<file path="src/rtl/cmd_engine_pkg.sv">
// Shared opcodes, reply characters, FSM state and transmit-source encodings for cmd_engine.
package cmd_engine_pkg;

    localparam logic [7:0] OP_SET_HASH = 8'h01;
    localparam logic [7:0] OP_PROC     = 8'h02;
    localparam logic [7:0] OP_RET      = 8'h03;
    localparam logic [7:0] OP_TEST     = 8'h04;
    localparam logic [7:0] OP_STR_LEN  = 8'h05;
    localparam logic [7:0] OP_VER      = 8'h06;

    localparam logic [7:0] CHAR_ACK  = 8'h01;
    localparam logic [7:0] CHAR_NACK = 8'h00;

    localparam int              TX_W       = 16;
    localparam logic [TX_W-1:0] TEST_BYTES = 16'd10;

    typedef enum logic [2:0] {
        S_IDLE   = 3'd0,
        S_HASH   = 3'd1,
        S_LEN    = 3'd2,
        S_DATA   = 3'd3,
        S_WAIT   = 3'd4,
        S_STRLEN = 3'd5,
        S_TX     = 3'd6
    } state_t;

    typedef enum logic [1:0] {
        SRC_BYTE = 2'd0,
        SRC_RET  = 2'd1,
        SRC_TEST = 2'd2
    } tx_src_t;

endpackage

</file>
<file path="src/rtl/cmd_tx_seq.sv">
// Reply sequencer: sends i_count bytes, one per cycle with i_ready; o_remain selects the byte.
module cmd_tx_seq
    import cmd_engine_pkg::*;
(
    input  logic            clk,
    input  logic            reset,
    input  logic            i_load,
    input  logic [TX_W-1:0] i_count,
    input  logic            i_ready,
    output logic            o_busy,
    output logic            o_fire,
    output logic            o_last,
    output logic [TX_W-1:0] o_remain
);

    logic [TX_W-1:0] r_remain;

    always_ff @(posedge clk) begin
        if (reset)
            r_remain <= '0;
        else if (i_load)
            r_remain <= i_count;
        else if (o_fire)
            r_remain <= r_remain - 1'b1;
    end

    assign o_busy   = (r_remain != '0);
    assign o_fire   = o_busy && i_ready;
    assign o_last   = o_fire && (r_remain == TX_W'(1));
    assign o_remain = r_remain;

endmodule

</file>
<file path="src/rtl/cmd_engine.sv">
// Byte-stream command parser between the host link and the md5 process block.
// Define CMD_TIMEOUT_EN to abort receive phases with a NACK after TIMEOUT_CYC idle cycles.
//
// state    | meaning
// S_IDLE   | waiting for an opcode byte
// S_HASH   | shifting in target-hash bytes
// S_LEN    | shifting in the PROC byte count
// S_DATA   | forwarding PROC data bytes to the process block
// S_WAIT   | waiting for proc_done
// S_STRLEN | shifting in the 2-byte string length
// S_TX     | cmd_tx_seq is sending a reply
module cmd_engine
    import cmd_engine_pkg::*;
#(
    parameter int          NUM_LEDS    = 8,
    parameter int          HASH_BYTES  = 16,
    parameter int          LEN_BYTES   = 2,
    parameter int          POS_BYTES   = 2,
    parameter logic [15:0] STR_LEN_RST = 16'h98,
    parameter logic [7:0]  VERSION     = 8'h02,
    parameter int          TIMEOUT_CYC = 1000000
) (
    input  logic                    clk,
    input  logic                    reset,
    input  logic [7:0]              rxd_data,
    input  logic                    rxd_data_ready,
    input  logic                    txd_ready_next,
    output logic                    txd_start,
    output logic [7:0]              txd_data,
    input  logic                    proc_done,
    input  logic                    proc_match,
    input  logic [POS_BYTES*8-1:0]  proc_byte_pos,
    input  logic [7:0]              proc_match_char,
    output logic                    proc_start,
    output logic [LEN_BYTES*8-1:0]  proc_num_bytes,
    output logic [7:0]              proc_data,
    output logic                    proc_data_valid,
    output logic                    proc_match_char_next,
    output logic [HASH_BYTES*8-1:0] proc_target_hash,
    output logic [15:0]             proc_str_len,
    output logic [NUM_LEDS-1:0]     led
);

    localparam int HW = HASH_BYTES * 8;
    localparam int NW = LEN_BYTES * 8;
    localparam int PW = POS_BYTES * 8;

    state_t          r_state, w_next;
    tx_src_t         r_src, w_src;
    logic [7:0]      r_reply, w_reply;
    logic [HW-1:0]   r_hash;
    logic [NW-1:0]   r_num_bytes, r_cnt, w_len_full;
    logic [15:0]     r_str_len;
    logic            r_proc_start, r_proc_valid;
    logic [7:0]      r_proc_data;
    logic            w_tx_load, w_tx_busy, w_tx_fire, w_tx_last, w_timeout;
    logic [TX_W-1:0] w_tx_count, w_tx_remain, w_chars, w_pos_idx;
    logic [PW-1:0]   w_pos_shift;

`ifdef CMD_TIMEOUT_EN
    localparam int TW = $clog2(TIMEOUT_CYC + 1);
    logic [TW-1:0] r_timer;
    logic          w_rx_phase;

    assign w_rx_phase = (r_state == S_HASH) || (r_state == S_LEN) ||
                        (r_state == S_DATA) || (r_state == S_STRLEN);

    always_ff @(posedge clk) begin
        if (reset)
            r_timer <= '0;
        else if (rxd_data_ready)
            r_timer <= TW'(TIMEOUT_CYC);
        else if (r_timer != '0)
            r_timer <= r_timer - 1'b1;
    end

    assign w_timeout = w_rx_phase && !rxd_data_ready && (r_timer == TW'(1));
`else
    assign w_timeout = 1'b0;
`endif

    assign w_chars = {3'b000, r_str_len[15:3]};

    always_comb begin
        w_next     = r_state;
        w_src      = r_src;
        w_reply    = r_reply;
        w_tx_load  = 1'b0;
        w_tx_count = '0;
        w_len_full = (r_num_bytes << 8) | NW'(rxd_data);
        case (r_state)
            S_IDLE: if (rxd_data_ready) begin
                case (rxd_data)
                    OP_SET_HASH: w_next = S_HASH;
                    OP_PROC:     w_next = S_LEN;
                    OP_STR_LEN:  w_next = S_STRLEN;
                    OP_RET:  begin w_src = SRC_RET;  w_tx_count = TX_W'(POS_BYTES) + w_chars; w_tx_load = 1'b1; end
                    OP_TEST: begin w_src = SRC_TEST; w_tx_count = TEST_BYTES; w_tx_load = 1'b1; end
                    OP_VER:  begin w_src = SRC_BYTE; w_reply = VERSION;   w_tx_count = TX_W'(1); w_tx_load = 1'b1; end
                    default: begin w_src = SRC_BYTE; w_reply = CHAR_NACK; w_tx_count = TX_W'(1); w_tx_load = 1'b1; end
                endcase
            end
            S_HASH, S_STRLEN, S_LEN, S_DATA: begin
                if (w_timeout) begin
                    w_src = SRC_BYTE; w_reply = CHAR_NACK; w_tx_count = TX_W'(1); w_tx_load = 1'b1;
                end else if (rxd_data_ready && r_cnt == NW'(1)) begin
                    if (r_state == S_LEN)
                        w_next = (w_len_full == '0) ? S_WAIT : S_DATA;
                    else if (r_state == S_DATA)
                        w_next = S_WAIT;
                    else begin
                        w_src = SRC_BYTE; w_reply = CHAR_ACK; w_tx_count = TX_W'(1); w_tx_load = 1'b1;
                    end
                end
            end
            S_WAIT: if (proc_done) begin
                w_src      = SRC_BYTE;
                w_reply    = proc_match ? CHAR_ACK : CHAR_NACK;
                w_tx_count = TX_W'(1);
                w_tx_load  = 1'b1;
            end
            S_TX: if (w_tx_last) w_next = S_IDLE;
            default: w_next = S_IDLE;
        endcase
        if (w_tx_load)
            w_next = S_TX;
    end

    always_ff @(posedge clk) begin
        if (reset) begin
            r_state      <= S_IDLE;
            r_src        <= SRC_BYTE;
            r_reply      <= 8'h00;
            r_hash       <= '0;
            r_num_bytes  <= '0;
            r_cnt        <= '0;
            r_str_len    <= STR_LEN_RST;
            r_proc_start <= 1'b0;
            r_proc_valid <= 1'b0;
            r_proc_data  <= 8'h00;
        end else begin
            r_state      <= w_next;
            r_src        <= w_src;
            r_reply      <= w_reply;
            r_proc_start <= 1'b0;
            r_proc_valid <= 1'b0;
            if (rxd_data_ready) begin
                case (r_state)
                    S_IDLE: begin
                        if (rxd_data == OP_SET_HASH) r_cnt <= NW'(HASH_BYTES);
                        if (rxd_data == OP_PROC)     r_cnt <= NW'(LEN_BYTES);
                        if (rxd_data == OP_STR_LEN)  r_cnt <= NW'(2);
                    end
                    S_HASH: begin
                        r_hash <= (r_hash << 8) | HW'(rxd_data);
                        r_cnt  <= r_cnt - 1'b1;
                    end
                    S_STRLEN: begin
                        r_str_len <= {r_str_len[7:0], rxd_data};
                        r_cnt     <= r_cnt - 1'b1;
                    end
                    S_LEN: begin
                        r_num_bytes <= w_len_full;
                        r_cnt       <= r_cnt - 1'b1;
                        // Last count byte: the data phase reuses r_cnt as its down-counter.
                        if (r_cnt == NW'(1)) begin
                            r_proc_start <= 1'b1;
                            r_cnt        <= w_len_full;
                        end
                    end
                    S_DATA: begin
                        r_proc_data  <= rxd_data;
                        r_proc_valid <= 1'b1;
                        r_cnt        <= r_cnt - 1'b1;
                    end
                    default: ;
                endcase
            end
        end
    end

    cmd_tx_seq u_tx_seq (
        .clk      (clk),
        .reset    (reset),
        .i_load   (w_tx_load),
        .i_count  (w_tx_count),
        .i_ready  (txd_ready_next),
        .o_busy   (w_tx_busy),
        .o_fire   (w_tx_fire),
        .o_last   (w_tx_last),
        .o_remain (w_tx_remain)
    );

    // RET sends position bytes while more than w_chars remain, MSB first.
    assign w_pos_idx   = w_tx_remain - w_chars - 1'b1;
    assign w_pos_shift = proc_byte_pos >> {w_pos_idx, 3'b000};

    always_comb begin
        txd_data             = 8'h00;
        proc_match_char_next = 1'b0;
        if (w_tx_busy) begin
            case (r_src)
                SRC_BYTE: txd_data = r_reply;
                SRC_TEST: txd_data = w_tx_remain[7:0];
                SRC_RET: begin
                    if (w_tx_remain > w_chars)
                        txd_data = w_pos_shift[7:0];
                    else begin
                        txd_data             = proc_match_char;
                        proc_match_char_next = w_tx_fire;
                    end
                end
                default: txd_data = 8'h00;
            endcase
        end
    end

    assign txd_start        = w_tx_fire;
    assign proc_start       = r_proc_start;
    assign proc_num_bytes   = r_num_bytes;
    assign proc_data        = r_proc_data;
    assign proc_data_valid  = r_proc_valid;
    assign proc_target_hash = r_hash;
    assign proc_str_len     = r_str_len;
    assign led              = NUM_LEDS'(r_state);

endmodule

</file>
<file path="config.mk">
export PLATFORM = sky130hd
export DESIGN_NAME = cmd_engine
export DESIGN_NICKNAME = d
export VERILOG_FILES = /design/src/rtl/cmd_engine_pkg.sv /design/src/rtl/cmd_tx_seq.sv /design/src/rtl/cmd_engine.sv
export SDC_FILE = /design/constraint.sdc
export NUM_CORES = 1
export LEC_CHECK = 0
export BUFFER_PORTS_ARGS = -buffer_cell sky130_fd_sc_hd__buf_2
export CAP_MARGIN = 5
export CORE_AREA = 2 2 146 148
export DETAILED_ROUTE_END_ITERATION = 8
export DIE_AREA = 0 0 148 150
export PLACE_DENSITY_LB_ADDON = 0.2
export SYNTH_ARGS = -nofsm -noshare
export SYNTH_HDL_FRONTEND = slang
export SYNTH_SLANG_ARGS = --single-unit
</file>
<file path="constraint.sdc">
create_clock -name clk -period 3.3 [get_ports clk]
set_clock_uncertainty 0.2 [all_clocks]
set_input_delay 0.99 -clock clk [delete_from_list [all_inputs] [get_ports clk]]
set_output_delay 0.99 -clock clk [all_outputs]
set_load 0.1 [all_outputs]
</file>
==> results_dict.tcl <==
set metrics [dict create \
    status "complete, but fails checks" \
    violations "setup timing" \
    synth_seq_cells 209 \
    cp_num_buf_inv 4 \
    post-route-drc-count 0 \
    std_cell_rows 53 \
    grt.total_usage_pct 27.23 \
    grt_max_degree 132 \
    hold_class "reg -> reg" \
    first_global_vias 9712 \
    synth-async-reset-ratio_pct 0 \
    placed_area_mm2 0.01253 \
    crit_top_cell "buf_12" \
    cap_violations 0 \
    synth-seq-area-share_pct 41.88 \
    syn-mean-instance-area_um2 7.405 \
    crit_required_ns 2.11 \
    seqCellArea_mm2 0.004235 \
    core-area_mm2 0.02069 \
    place.gp.congestion 0.9378 \
    ios 226 \
    multiInputGateArea_mm2 0.005776 \
    postSynthCellCount 1349 \
    vias_per_cell 5.461 \
    wl_per_cell_um 16.42 \
    htree_levels 1 \
    via_count 10528 \
    routed_wl_um 31650 \
    critPathKind "reg -> out" \
    crit_path_end_kind "output pin" \
    post-route-min-period_ns 4.275 \
    critPathMaxStageDelay_ns 0.37 \
    critPathTopFamily "compound AO/OA/AOI/OAI gates" \
    diodes 0 \
    cts_sinks 209 \
    p_leak_uw 0.005570 \
    die_h_um 150 \
    synth_edf_count 0 \
    root_buffer "clkbuf_16" \
    cts_buffers 23 \
    rsz0062_at_grt "yes" \
    areaGrowthSynthToFinish_pct 35.30 \
    cp.arrival_ns 3.09 \
    place_hpwl_um 22500 \
    synth_flop_cell "dfxtp_1" \
    route.antenna.remaining_nets 0 \
    tightest_slew_ns 0.9908 \
    fillers 1888 \
    drt_iter0_markers 711 \
    cts_tree "done" \
    hold_viol 0 \
    worstSetupStartpointType "flop" \
    antenna_found_initial 1 \
    max_freq_ghz 0.2339 \
    cp_slowest_cell "fa_2" \
    setup_viol 10 \
    io_buffers 220 \
    ys_warn_count 0 \
    grt_pass1_wl_um 49660 \
    path_cells "inv_4 -> ha_4 -> inv_2 -> fa_2 -> nor2b_4 -> o2111a_2 -> nor3_2 -> a221oi_2 -> and4b_1 -> nand4_4 -> buf_12 -> o21ai_4 -> buf_12" \
    drive_above_1_share_pct 29.70 \
    first_pass_iters 5 \
    fin_crit_sh_pct 129.6 \
    cts.clk_slew.worst_paths_ns 0.06 \
    initial_core_util_pct 48.28 \
    fin_area_mm2 0.01352 \
    cp_max_fo 8 \
    yosysUniqueCellTypes 73 \
    maxSlewViolCount 0 \
    clk_path_buf_depth 3 \
    die_width_um 148 \
    syn_area_mm2 0.009990 \
    peakVddDrop_uv 596.6 \
    slew_headroom_pct 33.70 \
    grt-ovfl-total 0 \
    worst_slack_ns -0.9753 \
    worstSkewPairLatency_ns 0.51 \
    die-area_mm2 0.02220 \
    powerDensity_mw_per_mm2 832.8 \
    nets 1698 \
    post-place-ws_ns -0.5597 \
]
==> area by class of cell <==
cell class,instances,area share (%)
clock buffers,29,4.573
clock inverters,9,0.4073
inverters,32,1.037
multi-input cells,1020,42.73
flip-flops and latches,209,31.34
well taps,275,2.546
repair buffers,354,17.37
==> kinds of logic (layout without fill, tap and decap cells) <==
group	after synthesis	after routing	share of synthesized area [%]
and+or+nand+nor	604	604	26.62
DFF	209	209	41.88
xor gates and xnor gates	29	29	2.543
adders and majority gates	20	20	2.580
buffers and inverters	124	424	4.998
other	1	5	0.03754
AOI/OAI and AO/OA	347	347	19.75
muxes	15	15	1.591
==> placed cells by master, fill, tap and decap left out, types with 5 or more instances in the layout <==
cell / instances
nand2b_1: 7
buf_6: 10
nand2_1: 391
clkbuf_16: 23
nand3_1: 37
ha_1: 6
dfxtp_4: 13
and2_1: 7
a21oi_1: 210
clkinv_2: 5
mux2_2: 6
a21o_1: 8
dfxtp_1: 194
a31oi_1: 10
inv_4: 8
inv_2: 6
nor4_1: 10
mux2i_1: 8
xor2_1: 7
buf_4: 121
ha_4: 12
a21oi_2: 5
inv_1: 19
o21ai_0: 44
xnor2_1: 21
buf_2: 209
o21ai_4: 8
nand4_1: 8
buf_12: 14
o211ai_1: 6
nor3_1: 33
a22oi_1: 10
and3_1: 5
nor2_1: 56
conb_1: 5
==> timing repair <==
item	CTS	global route
hold buffers	0	0
gates resized for setup	49	7
pin swaps	12	4
setup endpoints to repair	10	10
setup buffers	9	2
==> state kept, by name, indices dropped and copies added, names as in the netlist <==
register	flops
proc_start	1
proc_data	8
proc_data_valid	1
u_tx_seq.o_remain	16
r_cnt	16
r_state	3
r_src	2
r_reply	2
proc_target_hash	128
proc_num_bytes	16
proc_str_len	16
==> path summary, 6_finish.rpt <==
check	from	end	slack [ns]	cells past startpoint
worst max register to register	u_tx_seq.o_remain[0]	u_tx_seq.o_remain[14]	0.33	16
worst min-delay path	proc_data[7]	proc_data[7]	0.25	2
worst max-delay path	proc_str_len[3]	txd_data[3]	-0.98	13
worst min register to register	proc_data[7]	proc_data[7]	0.25	2
==> tightest hold or removal path, delay by kind of cell (launching register included) <==
| family | cells | cell delay [ns] |
|---|---|---|
| flip-flops | 1 | 0.30 |
| AO/OA/AOI/OAI | 1 | 0.05 |
| AND/OR/NAND/NOR | 1 | 0.05 |
==> stage by stage <==
stage | util (%) | hold WS [ns] | std cells | setup TNS [ns] | power (µW)
2_1_floorplan | - | 0.2312 | 1353 | -7.798 | 6490
3_3_place_gp | 60.58 | 0.2380 | 1880 | -4.393 | 8343
3_5_place_dp | 60.58 | 0.2440 | 1880 | -4.605 | 8405
4_1_cts | 65.20 | 0.2519 | 1927 | -8.582 | 11140
5_1_grt | 65.32 | 0.2732 | 1928 | -9.235 | 11850
6_report | 65.32 | 0.2499 | 1928 | -8.202 | 11260
==> where the power goes <==
group	leakage (µW)	internal (µW)	switching, µW
logic	0.00354	2680	3360
clock network	0.000340	1330	1020
registers	0.00169	2670	197
==> cell usage after synthesis (3+ instances only) <==
cell,count,share of area [%]
a211oi_1,3,0.23
a21o_1,9,0.68
a21oi_1,214,11
a21oi_2,3,0.26
a22oi_1,10,0.75
a31oi_1,12,0.75
and2_1,9,0.56
and3_1,5,0.31
buf_1,4,0.15
buf_2,6,0.30
buf_4,5,0.38
clkbuf_1,76,2.9
dfxtp_1,209,42
ha_1,19,2.4
inv_1,32,1.2
mux2_2,7,0.79
mux2i_1,8,0.80
nand2_1,391,15
nand2b_1,7,0.44
nand3_1,37,1.9
nand3b_1,4,0.30
nand4_1,8,0.50
nor2_1,56,2.1
nor2b_1,4,0.25
nor3_1,35,1.8
nor3b_1,3,0.23
nor4_1,12,0.75
o2111a_1,3,0.34
o2111ai_1,4,0.35
o211ai_1,6,0.45
o21ai_0,52,2.6
o21bai_1,3,0.23
o22ai_1,3,0.19
o311a_1,3,0.30
or2_2,4,0.25
or3_1,6,0.38
or4_1,5,0.38
or4_4,3,0.34
xnor2_1,22,1.9
xor2_1,7,0.61
==> routing by layer <==
metal  vias up  GRT usage, %  part of all wire [%]
li1       5203             -                     -
met1      4847         35.11                    42
met2       410         45.74                    48
met3        66         5.366                   7.6
met4         2         9.143                   3.1
met5         -             0                 0.035
(Power assumes the default switching activity.)
